--- src/rtl/multdiv_pkg.sv ---
// Shared definitions for the multdiv path: divider state encoding and
// the most-negative-value helper used for signed overflow detection.
package multdiv_pkg;

    typedef enum logic [1:0] {
        IDLE  = 2'd0,
        RUN   = 2'd1,
        FIXUP = 2'd2,
        DONE  = 2'd3
    } div_state_t;

    // Widest operand the helper below can describe.
    localparam int MAX_W = 64;

    // Two's-complement minimum for a w-bit word: a one followed by w-1 zeros.
    function automatic logic [MAX_W-1:0] min_neg(input int w);
        return {{(MAX_W-1){1'b0}}, 1'b1} << (w - 1);
    endfunction

endpackage

--- src/rtl/twos_negate.sv ---
// Conditional two's-complement negate, used both to take operand
// magnitudes and to restore result signs.
module twos_negate #(
    parameter int WIDTH = 32
) (
    input  logic [WIDTH-1:0] value,
    input  logic             en,
    output logic [WIDTH-1:0] result
);

    localparam logic [WIDTH-1:0] ONE = {{(WIDTH-1){1'b0}}, 1'b1};

    // Invert-and-increment when enabled, pass through otherwise.
    assign result = en ? (~value + ONE) : value;

endmodule

--- src/rtl/signed_div_seq.sv ---
// Multicycle restoring divider: one quotient bit per cycle on operand
// magnitudes, followed by a sign fix-up cycle and a one-cycle ready pulse.
// Divide-by-zero and signed overflow are resolved immediately at start.
module signed_div_seq #(
    parameter int WIDTH = 32
) (
    input  logic             clock,
    input  logic             reset,
    input  logic             start,
    input  logic             signed_mode,
    input  logic [WIDTH-1:0] OPA,
    input  logic [WIDTH-1:0] OPB,
    output logic [WIDTH-1:0] quotient,
    output logic [WIDTH-1:0] remainder,
    output logic             ready,
    output logic             busy,
    output logic             exception
);

    import multdiv_pkg::*;

    localparam int               CNT_W   = $clog2(WIDTH);
    localparam logic [WIDTH-1:0] MIN_NEG = WIDTH'(min_neg(WIDTH));

    div_state_t       state;
    div_state_t       state_nxt;
    logic [CNT_W-1:0] cnt;
    logic [WIDTH-1:0] div_b;
    logic [WIDTH-1:0] rem_r;
    logic [WIDTH-1:0] quo_q;
    logic             q_neg;
    logic             r_neg;

    logic [WIDTH-1:0] abs_a;
    logic [WIDTH-1:0] abs_b;
    logic [WIDTH-1:0] fix_q;
    logic [WIDTH-1:0] fix_r;
    logic [WIDTH:0]   rem_shift;
    logic [WIDTH:0]   rem_diff;
    logic             b_zero;
    logic             ovf;
    logic             exc_case;
    logic             load;
    logic             ready_nxt;
    logic             busy_nxt;

    twos_negate #(.WIDTH(WIDTH)) u_neg_a (
        .value  (OPA),
        .en     (signed_mode & OPA[WIDTH-1]),
        .result (abs_a)
    );

    twos_negate #(.WIDTH(WIDTH)) u_neg_b (
        .value  (OPB),
        .en     (signed_mode & OPB[WIDTH-1]),
        .result (abs_b)
    );

    twos_negate #(.WIDTH(WIDTH)) u_fix_q (
        .value  (quo_q),
        .en     (q_neg),
        .result (fix_q)
    );

    twos_negate #(.WIDTH(WIDTH)) u_fix_r (
        .value  (rem_r),
        .en     (r_neg),
        .result (fix_r)
    );

    assign b_zero   = (OPB == '0);
    assign ovf      = signed_mode && (OPA == MIN_NEG) && (OPB == '1);
    assign exc_case = b_zero | ovf;
    assign load     = (state == IDLE) && start;

    // The partial remainder gains one extra bit so the subtract borrow
    // (rem_diff MSB) directly signals "shifted remainder < divisor".
    assign rem_shift = {rem_r, quo_q[WIDTH-1]};
    assign rem_diff  = rem_shift - {1'b0, div_b};

    // State register.
    always_ff @(posedge clock or posedge reset) begin
        if (reset) state <= IDLE;
        else       state <= state_nxt;
    end

    // Next-state logic and decode of the registered handshake outputs.
    always_comb begin
        state_nxt = state;
        ready_nxt = 1'b0;
        busy_nxt  = 1'b1;
        case (state)
            IDLE: begin
                busy_nxt = start;
                if (start) state_nxt = exc_case ? DONE : RUN;
            end
            RUN: begin
                if (cnt == '0) state_nxt = FIXUP;
            end
            FIXUP: begin
                state_nxt = DONE;
            end
            DONE: begin
                state_nxt = IDLE;
                ready_nxt = 1'b1;
            end
            default: begin
                state_nxt = IDLE;
            end
        endcase
    end

    // Handshake outputs: busy stays high through the ready cycle and only
    // drops if no new start arrives while ready is up.
    always_ff @(posedge clock or posedge reset) begin
        if (reset) begin
            ready <= 1'b0;
            busy  <= 1'b0;
        end else begin
            ready <= ready_nxt;
            busy  <= busy_nxt;
        end
    end

    // Operand capture on start, then one restoring shift-subtract per RUN cycle.
    always_ff @(posedge clock or posedge reset) begin
        if (reset) begin
            cnt   <= '0;
            div_b <= '0;
            rem_r <= '0;
            quo_q <= '0;
            q_neg <= 1'b0;
            r_neg <= 1'b0;
        end else begin
            case (state)
                IDLE: begin
                    if (start) begin
                        div_b <= abs_b;
                        quo_q <= abs_a;
                        rem_r <= '0;
                        cnt   <= CNT_W'(WIDTH - 1);
                        q_neg <= signed_mode & (OPA[WIDTH-1] ^ OPB[WIDTH-1]);
                        r_neg <= signed_mode & OPA[WIDTH-1];
                    end
                end
                RUN: begin
                    cnt <= cnt - CNT_W'(1);
                    if (!rem_diff[WIDTH]) begin
                        rem_r <= rem_diff[WIDTH-1:0];
                        quo_q <= {quo_q[WIDTH-2:0], 1'b1};
                    end else begin
                        rem_r <= rem_shift[WIDTH-1:0];
                        quo_q <= {quo_q[WIDTH-2:0], 1'b0};
                    end
                end
                default: begin
                end
            endcase
        end
    end

    // Result registers: exception cases are written at start, normal
    // results in the fix-up cycle; both hold until the next operation.
    always_ff @(posedge clock or posedge reset) begin
        if (reset) begin
            quotient  <= '0;
            remainder <= '0;
            exception <= 1'b0;
        end else if (load) begin
            exception <= exc_case;
            if (b_zero) begin
                quotient  <= '0;
                remainder <= '0;
            end else if (ovf) begin
                quotient  <= MIN_NEG;
                remainder <= '0;
            end
        end else if (state == FIXUP) begin
            quotient  <= fix_q;
            remainder <= fix_r;
        end
    end

endmodule

--- config.mk ---
export PLATFORM = sky130hd
export DESIGN_NAME = signed_div_seq
export DESIGN_NICKNAME = d
export VERILOG_FILES = /design/src/rtl/multdiv_pkg.sv /design/src/rtl/twos_negate.sv /design/src/rtl/signed_div_seq.sv
export SDC_FILE = /design/constraint.sdc
export NUM_CORES = 1
export LEC_CHECK = 0
export ABC_CLOCK_PERIOD_IN_PS = 4700
export CAP_MARGIN = 20
export CORE_MARGIN = 2
export CORE_UTILIZATION = 42
export CTS_CLUSTER_SIZE = 25
export DETAILED_ROUTE_END_ITERATION = 8
export PLACE_DENSITY = 0.65
export SYNTH_ARGS = -nofsm -noshare
export SYNTH_HDL_FRONTEND = slang
export SYNTH_SLANG_ARGS = --single-unit
export TNS_END_PERCENT = 30
--- constraint.sdc ---
create_clock -name clock -period 4.7 [get_ports clock]
set_input_delay 0.47 -clock clock [delete_from_list [all_inputs] [get_ports clock]]
set_output_delay 0.47 -clock clock [all_outputs]
set_load 0.005 [all_outputs]
After elaboration in Yosys (flattened, before gate mapping)

Cells that the tools add are included.

Register bits after elaboration: 172
Output and inout bits: 67

Add/sub/neg operators: 6
Equality and inequality tests: 8
Mux-type cells: 26
Bitwise gates (word level): 9
Reduce and logical (&&, ||, !) cells: 12

Operators by type and width:

| operator                | number |
|---|---|
| $mux W32                | 15 |
| $add A32 B1 Y32 const B | 4 |
| $not A32 Y32            | 4 |
| $pmux W32 S2            | 2 |
| $eq A32 B32 Y1 const B  | 2 |
| $sub A33 B32 Y33        | 1 |
| $logic_not A32 Y1       | 1 |
| $pmux W5 S2             | 1 |
| $pmux W2 S4             | 1 |
| $reduce_and A2 Y1       | 4 |
| $mux W2                 | 3 |
| $logic_not A5 Y1        | 1 |
| $mux W5                 | 1 |
| $sub A5 B1 Y5 const B   | 1 |
| $eq A2 B2 Y1 const B    | 2 |
| $ne A2 B2 Y1 const B    | 2 |
| $reduce_bool A2 Y1      | 2 |
| $and A1 B1 Y1           | 3 |
| $logic_and A1 B1 Y1     | 3 |
| $mux W1                 | 3 |
| $ne A3 B3 Y1 const B    | 1 |
| $eq A2 B1 Y1 const B    | 1 |
| $logic_not A2 Y1        | 1 |
| $or A1 B1 Y1            | 1 |
| $xor A1 B1 Y1           | 1 |

Depth between registers and ports, before layout

Gate-level depths: netlist of run 1.

Depth in word-level cells: 7
Mapped depth: 14
Gate-level depth less buffers: 12

By module

From an unflattened synthesis of run 1, not the netlist that was laid out.

Cells, all modules: 1287
Area total of the unflattened synthesis: 12021.5 um^2

By module, submodules not included:

| module         | times used | cells each | area each (um^2) |
|---|---|---|---|
| signed_div_seq | 1          | 891        | 8913.5 |
| twos_negate    | 4          | 99         | 777.0 |

Worst setup path after synthesis of run 1

OpenSTA, ideal clock, no wires.

Path kind: flip-flop to flip-flop
Start: register div_b[0]
End: register rem_r[6]
Arrival: 3.095 ns
Setup slack: 1.472 ns
Cell stages (with the launch flop): 14
Clock period less this slack: 3.228 ns
Cell sequence: dfrtp_1 ha_1 fa_1 nand2b_1 a21o_1 a211oi_1 o21ai_0 a21o_1 nand4_1 nor3b_1 clkbuf_1 buf_2 mux2i_1 o21ai_0

Cells in the longest elaborated chain, start to end: 3

RTL lines:

| item                   | line                  | text |
|---|---|---|
| start, declared        | signed_div_seq.sv:28  | `logic [WIDTH-1:0] div_b;` |
| start signal, assigned | signed_div_seq.sv:138 | `div_b <= abs_b;` |
| $sub A33 B32 Y33       | signed_div_seq.sv:79  | `assign rem_diff = rem_shift - {1'b0, div_b};` |
| $mux W32               | signed_div_seq.sv:148 | `if (!rem_diff[WIDTH]) begin` |
| $pmux W32 S2           | signed_div_seq.sv:135 | `case (state)` |
| end signal, assigned   | signed_div_seq.sv:149 | `rem_r <= rem_diff[WIDTH-1:0];` |
| end signal, assigned   | signed_div_seq.sv:152 | `rem_r <= rem_shift[WIDTH-1:0];` |
| end, declared          | signed_div_seq.sv:29  | `logic [WIDTH-1:0] rem_r;` |

No other way between the ends.
A chain may end at the register's enable or synchronous reset.

Final worst setup path of run 1

Start: register quo_q[31]
End: register rem_r[3]

Cells in the longest elaborated chain, start to end: 3

RTL lines:

| item                   | line                  | text |
|---|---|---|
| start, declared        | signed_div_seq.sv:30  | `logic [WIDTH-1:0] quo_q;` |
| start signal, assigned | signed_div_seq.sv:139 | `quo_q <= abs_a;` |
| start signal, assigned | signed_div_seq.sv:150 | `quo_q <= {quo_q[WIDTH-2:0], 1'b1};` |
| start signal, assigned | signed_div_seq.sv:153 | `quo_q <= {quo_q[WIDTH-2:0], 1'b0};` |
| $sub A33 B32 Y33       | signed_div_seq.sv:79  |  |
| $mux W32               | signed_div_seq.sv:148 |  |
| $pmux W32 S2           | signed_div_seq.sv:135 |  |

No other way between the ends.

==> results of run 1 <==
==> routing by layer <==
| metal | wire length (µm) | part of all wire [%] | vias to the layer above | GRT usage, % |
|---|---|---|---|---|
| met5 | 0 | 0 | - | 0 |
| met4 | 452 | 1.6 | 0 | 5.247 |
| met3 | 1300 | 4.5 | 28 | 2.633 |
| met2 | 11950 | 41 | 240 | 29.52 |
| met1 | 15180 | 53 | 4644 | 33.20 |
| li1 | - | - | 4962 | - |
==> state kept, by name (all words and copies together), names as in the netlist <==
signal     count
quo_q         32
busy           1
cnt            5
quotient      32
state          2
ready          1
div_b         32
r_neg          1
rem_r         32
exception      1
remainder     32
q_neg          1
==> report_power, final <==
part / switching [mW] / internal [mW]
clock: 0.691 / 0.709
sequential: 0.706 / 2.14
combinational: 3.21 / 2.59
==> logic make-up after synthesis <==
| family | synth area share, % |
|---|---|
| AND/OR/NAND/NOR | 17.53 |
| AO/OA/AOI/OAI | 20.39 |
| flip-flops | 38.08 |
| XOR/XNOR | 11.39 |
| buffers and inverters | 4.361 |
| adder cells (fa/ha/maj) | 4.937 |
| multiplexers | 3.310 |
==> metrics by stage <==
stage / hold WS (ns) / std cells / instance area [µm²] / setup WS [ns]
6_report: 0.4782 / 1799 / 13550 / 1.035
5_1_grt: 0.5080 / 1799 / 13550 / 0.7726
4_1_cts: 0.4877 / 1797 / 13500 / 1.040
3_5_place_dp: 0.4702 / 1765 / 12930 / 0.5980
3_3_place_gp: 0.4624 / 1765 / 12930 / 0.7020
2_1_floorplan: 0.4498 / 1348 / 11310 / 1.472
==> area by class of cell <==
cell class	count	area, µm²	share of cell area [%]
Clock buffer	17	425.4	3.139
Sequential cell	172	4304	31.76
Timing Repair Buffer	145	1481	10.93
Inverter	61	232.7	1.717
Clock inverter	15	150.1	1.108
Tap cell	341	426.7	3.148
Multi-Input combinational cell	1048	6531	48.20
==> cells in the mapped netlist (12+ instances only) <==
library cell | number | area share [%]
a21oi_1 | 73 | 3.2
clkbuf_1 | 52 | 1.7
dfrtp_1 | 172 | 38
ha_1 | 43 | 4.8
inv_1 | 61 | 2.0
mux2i_1 | 34 | 3.0
nand2_1 | 208 | 6.9
nand2b_1 | 12 | 0.66
nand3_1 | 18 | 0.80
nand4_1 | 17 | 0.94
nor2_1 | 65 | 2.2
nor3_1 | 16 | 0.71
nor4_1 | 14 | 0.77
o21ai_0 | 196 | 8.7
o21ai_1 | 20 | 0.89
o31ai_1 | 31 | 2.1
o41ai_1 | 15 | 1.2
or3_1 | 19 | 1.1
or4_1 | 16 | 1.1
xnor2_1 | 44 | 3.4
xor2_1 | 103 | 8.0
==> worst min-delay path, cell delays in order, from the launching register on <==
cell and delay (ns):
dfrtp_1 0.34, nand2_1 0.04, o21ai_0 0.06
==> worst paths after layout <==
kind / end / slack [ns]
max in group asynchronous: remainder[26] / 3.22
min reg2reg: quotient[4] / 0.48
min in group asynchronous: quotient[5] / 0.56
max: rem_r[3] / 1.03
min: quotient[4] / 0.48
max reg2reg: rem_r[3] / 1.03
==> qor.yml, run 1 <==
detailed_routing:
  routed_wl_um: 28890
  drt-initial-drc-count: 801
  firstDrtPassIters: 5
  drt-wirelength-per-cell_um: 16.06
  drc_errors: 0
  vias: 9874
  viasPerCell: 5.489
  postRouteAntennaNets: 0
die:
  die_area_mm2: 0.02824
  row_count: 60
  die_x_um: 168.1
  coreArea_mm2: 0.02665
  io_pins: 135
  die_h_um: 168.1
  initial_utilization_pct: 42.41
cells_and_area:
  area_growth_pct: 19.89
  nets: 1557
  fillerInstances: 2514
  final_common_cell: "nand2_1"
  n_antenna_cell: 0
  most-common-layout-cells: "nand2_1 (206), o21ai_0 (196), dfrtp_1 (172)"
  final_util_pct: 50.85
  layout-drive-gt1-share_pct: 4.458
clock_tree:
  clk_pin_slew_ns: 0.07
  htreeDepth: 4
  cts_tree: "built"
  clk-insertion-delay-late_ns: 0.44
  post_cts_buffers: 0
  cts.sinks: 172
  holdBufCountCts: 0
  clockBufferDepth: 2
  cts-resized-gates: 0
  cts_root_buf: "clkbuf_16"
  numCtsBuffers: 17
setup_path:
  critPathLaunchType: "flip-flop"
  crit_path_end_kind: "flip-flop"
  cp.arrival_ns: 3.97
  rr_startpoint: "quo_q[31]"
  worst-path-stages: 13
  path_class: "reg -> reg"
  cp_slowest_cell: "a211oi_1"
  cpLargestDelayFamily: "compound AO/OA/AOI/OAI gates"
  worstSetupStartpoint: "quo_q[31]"
  cp_max_fo: 30
  rr_worst_depth: 13
  slowest_delay_ns: 0.46
  worstPathRequired_ns: 5.00
  path_cells: "inv_1, ha_1, fa_1, nand2b_1, a21o_1, a211oi_1, o21ai_0, a21o_1, nand4_1, nor3b_2, buf_4, mux2i_1, o21ai_0"
  timing.critical_path.buf_inv: 2
run_status:
  status: "completed"
synthesis:
  syn_nets: 1460
  async_reset_ff_share_pct: 100.0
  synth_edf_count: 0
  syn_area_per_cell_um2: 8.385
  synth-main-ff-cell: "dfrtp_1"
  ys_seq_area_share_pct: 38.08
  syn_inst: 1348
  synth.distinct_cells: 60
  ys.warnings.count: 0
  ys_seq_elements: 172
  syn-cell-area_mm2: 0.01130
sta:
  fin_crit_sh_pct: 77.99
  min_period_ns: 3.665
  worst_pin_slew_ns: 1.126
  hold_viol: 0
  slew_headroom_pct: 24.93
  setup_tns_ns: 0
  rsz0062_at_grt: "false"
  final_max_slew_viol_count: 0
  clock.fmax_ghz: 0.2728
  setup_viol: 0
  skew_ns: 0.01707
power:
  pwr_density_cell_mw_per_mm2: 741.9
  total_power_mw: 10.05
  leakagePower_nw: 5.754
  max-vdd-ir-drop_v: 0.0004217
placed_design:
  gp_congestion: 0.8831
  io_buffers: 134
  hpwl_um: 21360
global_routing:
  antenna_found_initial: 0
  grt_pass1_vias: 9004
  grt_usage_pct: 20.82
  grt_first_pass_wirelength_um: 47780
  grt_max_degree: 173
  grt_overflow_total: 0
hold_path:
  worstHoldStart: "quotient[4]"
  whs_path_depth: 2
  hp-class: "reg -> reg"
run:
  max-cap-violations: 0
Power figures use the tool's default switching activity.
==> run 2: changes to the inputs <==
- ABC_CLOCK_PERIOD_IN_PS: 4700 -> 3500
- PLACE_DENSITY: 0.65 -> default
- clock period: 4.7 -> 3.5 ns (I/O delays scaled with it)
==> run 2 against run 1 <==
Sequential share of layout area decreased by 1.2 points; clock power increased by 39%; hold slack got worse by 0.090 ns.
==> qor.yml, run 2 (same netlist as run 1, synthesis figures left out) <==
cells_and_area:
  n_antenna_cell: 0  # unchanged
  layout-drive-gt1-share_pct: 8.547  # +4.1 points
  nets: 1620  # +4.0%
  final_util_pct: 52.91  # +2.1 points
  most-common-layout-cells: "nand2_1 (206), o21ai_0 (195), dfrtp_1 (172)"
  final_common_cell: "nand2_1"
  area_growth_pct: 24.75
die:
  die_h_um: 168.1  # unchanged
  die_x_um: 168.1  # unchanged
  row_count: 60  # unchanged
  die_area_mm2: 0.02824  # unchanged
  io_pins: 135  # unchanged
  initial_utilization_pct: 42.41  # unchanged
  coreArea_mm2: 0.02665  # unchanged
setup_path:
  crit_path_end_kind: "flip-flop"
  cp_max_fo: 5  # -83%
  path_class: "reg -> reg"
  cp.arrival_ns: 3.61  # -0.36 ns
  worstPathRequired_ns: 3.84  # -1.16 ns
  critPathLaunchType: "flip-flop"
  rr_worst_depth: 9  # -4
sta:
  slew_headroom_pct: 40.18  # +15 points
  setup_ws_ns: 0.2339  # -0.8006 ns
  setup_viol: 0  # unchanged
  fin_crit_sh_pct: 93.32  # +15 points
  setup_tns_ns: 0  # unchanged
  rsz0062_at_grt: "false"
  skew_ns: 0.02331  # +0.006233 ns
  hold_viol: 0  # unchanged
  min_period_ns: 3.266  # -0.3994 ns
  clock.fmax_ghz: 0.3062  # +12%
  final_max_slew_viol_count: 0  # unchanged
  worst_pin_slew_ns: 0.8879  # -0.2381 ns
clock_tree:
  cts_root_buf: "clkbuf_16"
  clk_pin_slew_ns: 0.08  # about the same
  cts_tree: "built"
  htreeDepth: 4  # unchanged
  cts.sinks: 172  # unchanged
  post_cts_buffers: 0  # unchanged
  numCtsBuffers: 17  # unchanged
  clk-insertion-delay-late_ns: 0.45  # about the same
  clockBufferDepth: 2  # unchanged
global_routing:
  grt_first_pass_wirelength_um: 50270  # +5.2%
  grt_usage_pct: 22.19  # +1.4 points
  grt_overflow_total: 0  # unchanged
  grt_max_degree: 64  # -63%
  grt_pass1_vias: 9504  # +5.6%
  antenna_found_initial: 0  # unchanged
power:
  total_power_mw: 14.01  # +39%
  pwr_density_cell_mw_per_mm2: 993.6  # +34%
  leakagePower_nw: 6.089  # +5.8%
  max-vdd-ir-drop_v: 0.0004285  # +1.6%
detailed_routing:
  drt-wirelength-per-cell_um: 16.46  # +2.5%
  viasPerCell: 5.398  # -1.7%
  postRouteAntennaNets: 0  # unchanged
  drt-initial-drc-count: 640  # -20%
  wl_met2_um: 13210  # +10%
  wl_met1_um: 15740  # +3.7%
  routed_wl_um: 30660  # +6.1%
  wl_met3_um: 1377  # +5.9%
  drc_errors: 0  # unchanged
  top_layer_used: "met4"
  vias: 10050  # +1.8%
  firstDrtPassIters: 6  # +1
run:
  max-cap-violations: 0  # unchanged
placed_design:
  pre_cts_ws_ns: 0.01880  # -0.5792 ns
  gp_congestion: 0.9050  # +2.5%
  io_buffers: 134  # unchanged
  hpwl_um: 23250  # +8.8%
run_status:
  status: "completed"
hold_path:
  hp-class: "in -> async"
==> run 2: cell type report <==
type	count	area (µm²)
clock buffer	17	425.4
fill	2511	12550
multi-input combinational	1048	6543
inverter	61	232.7
clock inverter	15	185.2
sequential	172	4304
tap	341	426.7
timing repair buffer	208	1984
==> run 2: power breakdown <==
group          internal, mW  switching [mW]  leakage [nW]
registers              2.88           0.825          2.20
logic                  3.81            4.55          3.60
clock network         0.976           0.972         0.294
==> run 2: final timing paths <==
kind                                    start       endpoint  slack (ns)
min in group clock              remainder[22]  remainder[22]        0.48
worst min-delay path                    reset    quotient[4]        0.39
worst max register to register       quo_q[2]   quotient[31]        0.23
worst min register to register  remainder[22]  remainder[22]        0.48
worst max-delay path                 quo_q[2]   quotient[31]        0.23
max in group asynchronous               reset       rem_r[8]        2.39
==> run 2: per-stage QoR <==
stage / hold WS, ns / area, µm² / cells
2_1_floorplan: 0.4498 / 11310 / 1348
3_3_place_gp: 0.4617 / 13480 / 1830
3_5_place_dp: 0.4690 / 13480 / 1830
4_1_cts: 0.4154 / 14090 / 1862
5_1_grt: 0.4448 / 14100 / 1862
6_report: 0.3879 / 14100 / 1862
==> run 2: worst max-delay path, stage by stage, from the launching register on <==
cell and delay [ns]:
dfrtp_1 0.39, or4_4 0.58, or4_4 0.48, or3_4 0.42, or3_4 0.39, or2_4 0.28
o31ai_4 0.23, xnor2_1 0.16, nand3_1 0.11, o211a_1 0.14
==> run 2: what timing repair did <==
action | 4_1_cts | 5_1_grt
gates resized for setup | 0 | 4
hold buffers | 0 | 0
endpoints found under the setup margin | 0 | 18
==> run 2: per-layer routing <==
metal | GRT usage [%] | vias to the layer above
met5 | 0 | -
met3 | 3.079 | 26
li1 | - | 5067
met2 | 33.27 | 233
met1 | 33.86 | 4725
met4 | 5.097 | 0
==> run 3: changes to the inputs <==
- CORE_MARGIN: 2 -> default
==> run 3 against run 2 <==
Register-to-register slack improved by 0.02 ns; critical path depth unchanged; hold slack got worse by 0.24 ns; critical path type unchanged; the run now ends with design-rule violations left; combinational power about the same; critical endpoint unchanged.
==> qor.yml, run 3 (same netlist as run 1, synthesis figures left out) <==
run_status:
  status: "complete, but fails checks"
  violations: "design-rule violations"
power:
  pwr_density_cell_mw_per_mm2: 1000  # +0.68%
  p_switching_mw: 6.356  # about the same
  p_sw_share_pct: 45.23  # -0.093 points
  max-vdd-ir-drop_v: 0.0004210  # -1.8%
  leakagePower_nw: 6.077  # -0.19%
  seqPwrFrac_pct: 26.6  # +0.2 points
  pwr-share-clk_pct: 13.9  # about the same
  intPower_mw: 7.697  # +0.47%
  power_frac_comb_pct: 59.5  # -0.2 points
clock_tree:
  htreeDepth: 4  # unchanged
  holdBufCountCts: 0  # unchanged
  numCtsBuffers: 17  # unchanged
  cts_root_buf: "clkbuf_16"
  cts_tree: "built"
  clockBufferDepth: 2  # unchanged
  cts.sinks: 172  # unchanged
  post_cts_buffers: 0  # unchanged
  clk_pin_slew_ns: 0.07  # about the same
  cts-resized-gates: 0  # unchanged
  clk-insertion-delay-late_ns: 0.44  # about the same
sta:
  hold_viol: 0  # unchanged
  slew_headroom_pct: 37.61  # -2.6 points
  clock.fmax_ghz: 0.3078  # +0.54%
  setup_tns_ns: 0  # unchanged
  setup_ws_ns: 0.2514  # +0.01752 ns
  fin_crit_sh_pct: 92.82  # -0.50 points
  skew_ns: 0.01913  # -0.004177 ns
  min_period_ns: 3.249  # -0.01752 ns
  final_max_slew_viol_count: 0  # unchanged
  worst_pin_slew_ns: 0.9358  # +0.04796 ns
  rsz0062_at_grt: "false"
  setup_viol: 0  # unchanged
detailed_routing:
  postRouteAntennaNets: 0  # unchanged
  drt-wirelength-per-cell_um: 16.82  # +2.1%
  viasPerCell: 5.432  # +0.62%
  drt-initial-drc-count: 806  # +26%
  routed_wl_um: 31220  # +1.8%
  vias: 10080  # +0.30%
  drc_errors: 7  # +7
  firstDrtPassIters: 9  # +3
cells_and_area:
  most-common-layout-cells: "nand2_1 (206), o21ai_0 (196), dfrtp_1 (172)"
  final_common_cell: "nand2_1"
  area_growth_pct: 24.27
  n_antenna_cell: 0  # unchanged
  layout-drive-gt1-share_pct: 8.416  # -0.13 points
  nets: 1620  # unchanged
global_routing:
  grt_first_pass_wirelength_um: 51460  # +2.4%
  grt_usage_pct: 23.20  # +1.0 points
  grt_pass1_vias: 9514  # +0.11%
  grt_max_degree: 92  # +44%
  antenna_found_initial: 0  # unchanged
  grt_overflow_total: 0  # unchanged
die:
  die_area_mm2: 0.02757  # -2.4%
  initial_utilization_pct: 43.13  # +0.72 points
  die_x_um: 166.1  # -1.2%
  coreArea_mm2: 0.02621  # -1.7%
  die_h_um: 166.1  # -1.2%
  row_count: 59  # -1.7%
  io_pins: 135  # unchanged
setup_path:
  worstReg2RegEnd: "quotient[31]"
  path_cells: "or4_4, or4_4, or3_4, or3_4, or2_4, o31ai_4, xnor2_1, nand3_1, o211a_1"
  worstSetupStartpoint: "quo_q[2]"
  cp_max_fo: 5  # unchanged
  slowest_delay_ns: 0.57  # about the same
  rrSetupSlack_ns: 0.25  # +0.02 ns
  cp.arrival_ns: 3.58  # -0.03 ns
  cp_slowest_cell: "or4_4"
  crit_path_end_kind: "flip-flop"
  rr_worst_depth: 9  # unchanged
  path_class: "reg -> reg"
  rr_startpoint: "quo_q[2]"
  worstPathRequired_ns: 3.83  # about the same
  critPathLaunchType: "flip-flop"
placed_design:
  pre_cts_ws_ns: 0.03694  # +0.01815 ns
  hpwl_um: 23610  # +1.5%
  io_buffers: 134  # unchanged
  gp_congestion: 0.9197  # +1.6%
hold_path:
  hp-class: "in -> async"
run:
  max-cap-violations: 0  # unchanged
run 3: cell count changes in the layout (fill, tap and decap cells not counted), sizes merged:
cell / delta
bufinv: +1
clkbuf: +2
clkinv: -1
clkinvlp: -1
inv: -1
run 3: metal layers:
| metal | up-vias | global-route usage [%] | routed length, µm |
|---|---|---|---|
| met5 | - | 0 | 0 |
| met4 | 0 | 4.714 | 301 |
| met3 | 22 | 3.480 | 1323 |
| met2 | 236 | 33.15 | 12800 |
| met1 | 4747 | 36.52 | 16790 |
| li1 | 5076 | - | - |
run 3: worst max path at each step:
stage	to	slack, ns	depth (start not counted)
floorplan	rem_r[6]	0.27	13
global placement	remainder[11]	0.13	10
detailed placement	remainder[31]	0.04	10
CTS	rem_r[16]	0.21	13
global route	rem_r[16]	0.06	13
finish	quotient[31]	0.25	9
run 3: stage by stage:
step	hold WS, ns	instances	instance area [µm²]	total power, mW	util, %
floorplan	0.4498	1348	11310	9.179	-
global placement	0.4621	1824	13450	11.95	51.31
detailed placement	0.4718	1824	13450	12.08	51.31
CTS	0.1398	1856	14040	14.08	53.58
global route	0.1645	1856	14050	15.27	53.60
finish	0.1488	1856	14050	14.05	53.60
run 3: critical path, delay by kind of cell (launching register included):
family / cells / cell delay (ns)
AOI/OAI and AO/OA: 2 / 0.37
xor gates and xnor gates: 1 / 0.15
DFF: 1 / 0.38
and+or+nand+nor: 6 / 2.23
run 3: layout make-up:
cell class	count	area [µm²]
fill	2421	12160
multi-input combinational	1048	6538
sequential	172	4304
tap	335	419.2
timing repair buffer	208	1959
inverter	61	232.7
clock inverter	13	151.4
clock buffer	19	442.9
run 3: power by group through the flow:
stage	Sequential, mW	Combinational, mW	Clock (mW)
after floorplan	3.55	5.63	0
after global placement	3.72	8.22	0
after detailed placement	3.76	8.32	0
after CTS	3.73	8.36	2.00
after global routing	3.87	9.32	2.08
final	3.73	8.36	1.96
